==> src/rtl/proc_ctrl_seq.sv <==
// Control sequencer: owns the PC, fetches from a synchronous ROM, and emits one-cycle
// datapath strobes in a FETCH/DECODE/EXEC rhythm. It also builds the datapath's internal reset.
module proc_ctrl_seq #(
  parameter int PC_W            = 5,
  parameter int INSTR_W         = 8,
  parameter int RST_SYNC_STAGES = 2
) (
  input  logic               clk,
  input  logic               rstn_ext,
  input  logic [INSTR_W-1:0] instr_data,
  input  logic               zero_flag,
  output logic               rstn_inter,
  output logic [PC_W-1:0]    prog_cnt,
  output logic [PC_W-1:0]    instr_addr,
  output logic [PC_W-1:0]    mem_addr,
  output logic               load_en,
  output logic               store_en,
  output logic               R0_ce,
  output logic               R1_ce,
  output logic               R0_en,
  output logic               R1_en,
  output logic               halted,
  output logic [2:0]         state_dbg
);

  typedef enum logic [2:0] {
    S_RST    = 3'd0,
    S_FETCH  = 3'd1,
    S_DECODE = 3'd2,
    S_EXEC   = 3'd3,
    S_HALT   = 3'd4
  } state_t;

  localparam logic [2:0] OP_LDR0 = 3'b001;
  localparam logic [2:0] OP_LDR1 = 3'b010;
  localparam logic [2:0] OP_STR0 = 3'b011;
  localparam logic [2:0] OP_STR1 = 3'b100;
  localparam logic [2:0] OP_JMP  = 3'b101;
  localparam logic [2:0] OP_JZ   = 3'b110;
  localparam logic [2:0] OP_HALT = 3'b111;

  state_t                     state_q;
  logic [RST_SYNC_STAGES-1:0] sync_q;
  logic [PC_W-1:0]            pc_q, pc_d, pc_inc;
  logic [PC_W-1:0]            instr_addr_q, mem_addr_q;
  logic [INSTR_W-1:0]         ir_q;
  logic [2:0]                 ir_op, in_op;
  logic [PC_W-1:0]            ir_operand;
  logic load_q, store_q, r0_ce_q, r1_ce_q, r0_en_q, r1_en_q, halted_q;

  // Reset assertion is immediate; release ripples through the synchronizer chain.
  always_ff @(posedge clk or negedge rstn_ext) begin
    if (!rstn_ext) begin
      sync_q <= '0;
    end else begin
      sync_q <= {sync_q[RST_SYNC_STAGES-2:0], 1'b1};
    end
  end

  assign ir_op      = ir_q[INSTR_W-1 -: 3];
  assign ir_operand = ir_q[PC_W-1:0];
  assign in_op      = instr_data[INSTR_W-1 -: 3];
  assign pc_inc     = pc_q + PC_W'(1);

  always_comb begin
    pc_d = pc_inc;
    case (ir_op)
      OP_JMP:  pc_d = ir_operand;
      OP_JZ:   pc_d = zero_flag ? ir_operand : pc_inc;
      OP_HALT: pc_d = pc_q;
      default: pc_d = pc_inc;
    endcase
  end

  always_ff @(posedge clk or negedge rstn_ext) begin
    if (!rstn_ext) begin
      state_q      <= S_RST;
      pc_q         <= '0;
      instr_addr_q <= '0;
      mem_addr_q   <= '0;
      ir_q         <= '0;
      load_q       <= 1'b0;
      store_q      <= 1'b0;
      r0_ce_q      <= 1'b0;
      r1_ce_q      <= 1'b0;
      r0_en_q      <= 1'b0;
      r1_en_q      <= 1'b0;
      halted_q     <= 1'b0;
    end else begin
      // Strobes live for exactly the EXEC cycle, so they clear by default every edge.
      load_q  <= 1'b0;
      store_q <= 1'b0;
      r0_ce_q <= 1'b0;
      r1_ce_q <= 1'b0;
      r0_en_q <= 1'b0;
      r1_en_q <= 1'b0;
      case (state_q)
        S_RST: begin
          if (sync_q[RST_SYNC_STAGES-1]) begin
            state_q      <= S_FETCH;
            instr_addr_q <= pc_q;
          end
        end
        S_FETCH: state_q <= S_DECODE;
        S_DECODE: begin
          ir_q       <= instr_data;
          mem_addr_q <= instr_data[PC_W-1:0];
          state_q    <= S_EXEC;
          case (in_op)
            OP_LDR0: begin load_q  <= 1'b1; r0_ce_q <= 1'b1; end
            OP_LDR1: begin load_q  <= 1'b1; r1_ce_q <= 1'b1; end
            OP_STR0: begin store_q <= 1'b1; r0_en_q <= 1'b1; end
            OP_STR1: begin store_q <= 1'b1; r1_en_q <= 1'b1; end
            default: ;
          endcase
        end
        S_EXEC: begin
          pc_q <= pc_d;
          if (ir_op == OP_HALT) begin
            state_q  <= S_HALT;
            halted_q <= 1'b1;
          end else begin
            state_q      <= S_FETCH;
            instr_addr_q <= pc_d;
          end
        end
        S_HALT:  state_q <= S_HALT;
        default: state_q <= S_RST;
      endcase
    end
  end

  assign rstn_inter = sync_q[RST_SYNC_STAGES-1];
  assign prog_cnt   = pc_q;
  assign instr_addr = instr_addr_q;
  assign mem_addr   = mem_addr_q;
  assign load_en    = load_q;
  assign store_en   = store_q;
  assign R0_ce      = r0_ce_q;
  assign R1_ce      = r1_ce_q;
  assign R0_en      = r0_en_q;
  assign R1_en      = r1_en_q;
  assign halted     = halted_q;
  assign state_dbg  = state_q;

endmodule

==> config.mk <==
export PLATFORM = sky130hd
export DESIGN_NAME = proc_ctrl_seq
export DESIGN_NICKNAME = d
export VERILOG_FILES = /design/src/rtl/proc_ctrl_seq.sv
export SDC_FILE = /design/constraint.sdc
export NUM_CORES = 1
export LEC_CHECK = 0
export ABC_AREA = 1
export CAP_MARGIN = 10
export CELL_PAD_IN_SITES_DETAIL_PLACEMENT = 0
export CELL_PAD_IN_SITES_GLOBAL_PLACEMENT = 2
export CORE_UTILIZATION = 25
export DETAILED_ROUTE_END_ITERATION = 16
export PLACE_DENSITY_LB_ADDON = 0.25
export SLEW_MARGIN = 20
export SYNTH_ARGS = -nofsm -noshare
export SYNTH_HDL_FRONTEND = slang
export SYNTH_SLANG_ARGS = --single-unit
==> constraint.sdc <==
create_clock -name clk -period 1.25 [get_ports clk]
set_input_delay 0.1875 -clock clk [delete_from_list [all_inputs] [get_ports clk]]
set_output_delay 0.1875 -clock clk [all_outputs]
set_load 0.01 [all_outputs]
* Yosys cells after proc, flatten, opt, wreduce, memory -nomap -nowiden *
Index checks and enable logic that the tools add are counted.

storage, ports and cells
  bits in read-only memories = 0
  output and inout port bits = 26
  memories = 0
  latch bits = 0
  bits in registers = 35
  input bits = 11
  bits in writable memories = 0
  word-level logic and storage cells = 53

cells by class
  muxes and demuxes = 20
  add/subtract/negate cells = 1
  reductions and logical operators = 6
  magnitude comparators = 0
  eq/ne operators = 13
  div/mod/pow operators = 0
  bitwise operators = 0
  shifts and indexed selects = 0
  $mul = 0

operator list
  operator                                                          number
  3-bit == test (second input constant)                             5
  5-bit two-way mux                                                 3
  3-bit case mux with 5 select lines                                1
  5-bit case mux with 3 select lines                                1
  3-bit by 2-bit == test with 1-bit output (second input constant)  4
  1-bit two-way mux                                                 12
  5-bit case mux with 2 select lines                                1
  3-bit by 1-bit == test with 1-bit output (second input constant)  2
  3-bit two-way mux                                                 2
  5-bit by 1-bit adder with 5-bit output (second input constant)    1
  2-bit inequality test (second input constant)                     2
  2-bit OR reduction                                                2
  3-bit zero test                                                   1
  3-bit AND reduction                                               1
  2-bit AND reduction                                               1
  2-bit nonzero test                                                1

* Longest topological paths before layout *
Gate-level depths: netlist of the first run.

  word-level depth = 5
  gate-level depth with buffers = 9
  depth with buffers taken out = 9

* Least setup slack after synthesis of the first run *
No wires, ideal clock.

  path kind = reg2reg
  start = register pc_q[0] (netlist: prog_cnt[0])
  end = register instr_addr_q[2] (netlist: instr_addr[2])
  data arrival time = 1156 ps
  library setup time = 117 ps
  cell stages (with the launch flop) = 7
  clock period less this slack = 1273 ps
  slack = -23 ps
  required time = 1133 ps
  path buffers = 0
  path through = dfrtp_1 -> ha_1 -> xor2_1 -> a21oi_1 -> nand2_1 -> nand3_1 -> nand2_1

between the ends
  longest elaborated chain between the ends = 5

ends and longest elaborated chain
  item                                      line  RTL
  start, declared                           44    logic [PC_W-1:0] pc_q, pc_d, pc_inc;
  start signal, assigned                    118   pc_q <= pc_d;
  5-bit by 1-bit adder with 5-bit output *  63    assign pc_inc = pc_q + PC_W'(1);
  5-bit two-way mux                         69    OP_JZ: pc_d = zero_flag ? ir_operand : pc_inc;
  5-bit case mux with 3 select lines *      67    case (ir_op)
  5-bit two-way mux *                       119   if (ir_op == OP_HALT) begin
  5-bit case mux with 2 select lines *      97    case (state_q)
  end signal, assigned                      101   instr_addr_q <= pc_q;
  end signal, assigned                      124   instr_addr_q <= pc_d;
  end, declared                             45    logic [PC_W-1:0] instr_addr_q, mem_addr_q;

Mark *: on every way between the ends. The rest lies on a longest branch, timed or not. The select of a mux whose other input is x is not followed.
A chain may end at the register's enable or synchronous reset.

* Worst setup path after layout of the first run *
  start = register state_q[1] (netlist: state_dbg[1])
  end = register instr_addr_q[1] (netlist: instr_addr[1])

between the ends
  longest elaborated chain between the ends = 3

ends and longest elaborated chain
  item                                                                                line  RTL
  start, declared                                                                     42    state_t state_q;
  start signal, assigned                                                              77    state_q <= S_RST;
  start signal, assigned                                                              100   state_q <= S_FETCH;
  start signal, assigned                                                              104   S_FETCH: state_q <= S_DECODE;
  3-bit by 2-bit == test with 1-bit output / 3-bit zero test (equally long branches)  97
  2-bit inequality test (no line) / 2-bit nonzero test (equally long branches)        -
  3-bit AND reduction (no line)                                                       -

Parallel ways exist; a longest one is shown, timed or not.

==> results of run 1 <==
-- critical path, delay by kind of cell, from the launching register on --
kind,cells,cell delay (ns)
AND/OR/NAND/NOR,7,0.69
buffers and inverters,2,0.22
flip-flops,1,0.39
-- repair_timing --
item | in CTS | in global routing
gates resized for setup | 55 | 33
endpoints found under the hold margin | 0 | 0
pin swaps | 14 | 11
setup buffers | 9 | 4
endpoints found under the setup margin | 43 | 30
-- worst paths after layout --
kind | from | endpoint | cells past startpoint
max | state_dbg[1] | instr_addr[1] | 9
min | rstn_ext | state_dbg[1] | 2
max reg2reg | state_dbg[1] | instr_addr[1] | 9
min reg2reg | sync_q[0] | sync_q[1] | 0
max in group asynchronous | rstn_ext | prog_cnt[2] | 2
min in group clk | sync_q[0] | sync_q[1] | 0
-- stage by stage --
step | setup TNS [ns] | power (W)
after floorplan | 0 | 0.00327
after CTS | -1.43 | 0.00557
after global routing | -3.26 | 0.00642
final | -1.33 | 0.00588
after global placement | -2.05 | 0.00451
after detailed placement | -2.06 | 0.00453
-- power by group through the flow --
stage	logic (W)	registers (W)	clock network (W)
after global routing	0.00382	0.00174	0.000857
after floorplan	0.00151	0.00177	0
after detailed placement	0.00282	0.00171	0
after CTS	0.00311	0.00166	0.000803
after global placement	0.00282	0.00169	0
final	0.00344	0.00167	0.000766
-- metal layers --
metal	GRT usage (%)	wire, µm	vias up	part of all wire, %
met1	17.3	1600	624	46
li1	-	-	651	-
met5	0	0	-	0
met2	20.8	1700	26	49
met3	3.93	140	6	4.0
met4	4.53	44	0	1.3
-- final cells by class --
| class | instances | area, µm² |
|---|---|---|
| fillers | 543 | 3010 |
| flip-flops and latches | 30 | 756 |
| multi-input cells | 112 | 678 |
| repair buffers | 63 | 577 |
| well taps | 70 | 87.6 |
| clock buffers | 7 | 86.3 |
| inverters | 19 | 80.1 |
-- kinds of logic after synthesis --
| logic type | share of synthesized area [%] |
|---|---|
| other | 0.266 |
| AOI/OAI and AO/OA | 5.94 |
| adders and majority gates | 0.886 |
| DFF | 53.2 |
| xor gates and xnor gates | 1.24 |
| and+or+nand+nor | 30.4 |
| buffers and inverters | 8.07 |
-- sequential cells by signal, indices dropped and copies added (netlist names) --
name	cells
mem_addr	4
state_dbg	3
R0_ce	1
halted	1
sync_q	2
ir_q	4
instr_addr	5
prog_cnt	5
R1_ce	1
R1_en	1
R0_en	1
load_en	1
store_en	1
-- cells in the final DEF (no fill, tap or decap), drive strengths merged, types with 2 or more instances in the layout --
| cell type | instances |
|---|---|
| clkdlybuf4s50 | 10 |
| dlygate4sd2 | 23 |
| xor2 | 2 |
| o21ai | 4 |
| buf | 28 |
| nand3 | 14 |
| a21oi | 7 |
| dfrtp | 30 |
| a21boi | 3 |
| nand4 | 3 |
| nor2 | 10 |
| nand2 | 59 |
| inv | 18 |
| clkbuf | 8 |
| or2 | 4 |
==> key figures, run 1 <==
Yosys
  • Yosys reg bits: 30
  • Top-count cell post-synth: nand2_1
  • Yosys cell types: 24
  • Synthesized instance count: 167
  • Avg Inst Size Synth: 8.45 µm²
  • Synth top area share: 53.2%
  • Yosys warns: 0
  • Top post-synthesis cells by count: 56 x nand2_1, 30 x dfrtp_1, 16 x inv_1, 14 x nand3_1, 7 x a21oi_1
  • Asr flop ratio synth: 100%
  • Syn nets: 179
  • Synth top area cells: dfrtp_1 53%, nand2_1 15%, nand3_1 5.0%
  • Post-synthesis cell area: 0.00141 mm²
  • Sequential share of the synthesized area: 53.2%
  • Top FF cell, synth: dfrtp_1
  • Synth area leader: dfrtp_1
  • Post-synth EDFFs: 0

CTS
  • Clk_lat worst skew: 0.28 ns
  • Total CTS buffers: 5
  • Root Driver: clkbuf_8
  • CTS Sinks: 30
  • Clock tree buffer depth: 2
  • Post-CTS Hold Buffers: 0
  • CTS clk-pin slew, worst paths: 0.07 ns
  • CTS tree: built
  • H-Tree Depth: 2

Timing
  • Hold Violations, Final: 0
  • Worst setup margin: -0.117 ns
  • Tcrit/Tclk final: 109%
  • Setup violators final: 19
  • Highest clock rate: 731 MHz
  • Worst hold margin: 0.259 ns
  • RSZ-0062 raised after global routing: true
  • Min Tclk post-route: 1.37 ns
  • Slew Limit Fails: 0
  • Skew final: 0.00971 ns

Pwr
  • Sw frac: 40.7%
  • Clk pwr share: 13.0%
  • Switching Power: 0.00239 W
  • Leak Pwr: 1.11 nW
  • Logic pwr share: 58.5%
  • Pwr per Cell Area: 2600 mW/mm²
  • Flop pwr share: 28.4%
  • Cell-internal power: 0.00349 W
  • Peak VDD IR: 780 µV

Placement
  • Dpl ws: -0.184 ns
  • Placed cell area: 0.00196 mm²
  • Port bufs: 36
  • Post-DP HPWL: 2470 µm
  • Routability congestion estimate: 0.788
  • Post-placement cell count: 283

Layout
  • Final cell count without fillers: 301
  • Antenna Cells: 0
  • Share of cells above drive strength 1: 35.5%
  • P&R area growth vs syn: 60.5%
  • Nets: 243
  • Fin util: 43.0%
  • Design Area, Final: 0.00226 mm²

Critical path
  • Reg-to-reg setup timing slack: -0.12 ns
  • Crit Path Max Fanout: 6
  • Arr. time, crit path: 1.58 ns
  • CP max-delay cell: dfrtp_1
  • Worst-path cell chain: buf_6, nor2_4, nand2_2, or2_4, nand2_4, nor2_4, inv_2, nand2_1, nand2_1
  • CP max stage delay: 0.39 ns
  • Worst Setup Start Kind: flop
  • WS Path Type: reg -> reg
  • Worst Path Required: 1.46 ns
  • Critical Path End Type: flop

Route
  • Via count: 1,307
  • Pre-antenna DRT Iters: 4
  • Final wirelength: 3480 µm
  • Antenna viol nets, final: 0
  • Routed vias/inst: 4.34
  • WL/cell: 11.6 µm
  • # DRC: 0
  • Drt initial violations: 28

Min path
  • Hold WC Path Type: in -> async

Global routing
  • Initial antenna violation count: 0
  • Global Route Usage Sum: 13.3%
  • Global route overflow: 0
  • Global-route wire length before repair: 6180 µm
  • Vias in the first global route: 1,325
  • Largest net degree at the start of global routing: 31

Status
  • Status: finished with violations
  • Failing checks: negative setup slack

Die
  • Initial core utilization: 26.8%
  • Die X: 77.1 µm
  • FP Rows: 26
  • Die Area: 0.00595 mm²
  • Vert. Die Dim: 77.1 µm
  • I/O pin total: 37
  • Core area: 0.00527 mm²

Run
  • Max-cap check violation count: 0
(Power assumes the default switching activity.)
==> run 2, diff against run 1 <==
--- a/config.mk
+++ b/config.mk
@@ -10,6 +10,8 @@
 export CELL_PAD_IN_SITES_DETAIL_PLACEMENT = 0
 export CELL_PAD_IN_SITES_GLOBAL_PLACEMENT = 2
 export CORE_UTILIZATION = 25
+export CTS_CLUSTER_DIAMETER = 60
+export CTS_CLUSTER_SIZE = 8
 export DETAILED_ROUTE_END_ITERATION = 16
 export PLACE_DENSITY_LB_ADDON = 0.25
 export SLEW_MARGIN = 20
==> results of run 2 <==
No change in the layout: final DEF, timing and power equal those of run 1.
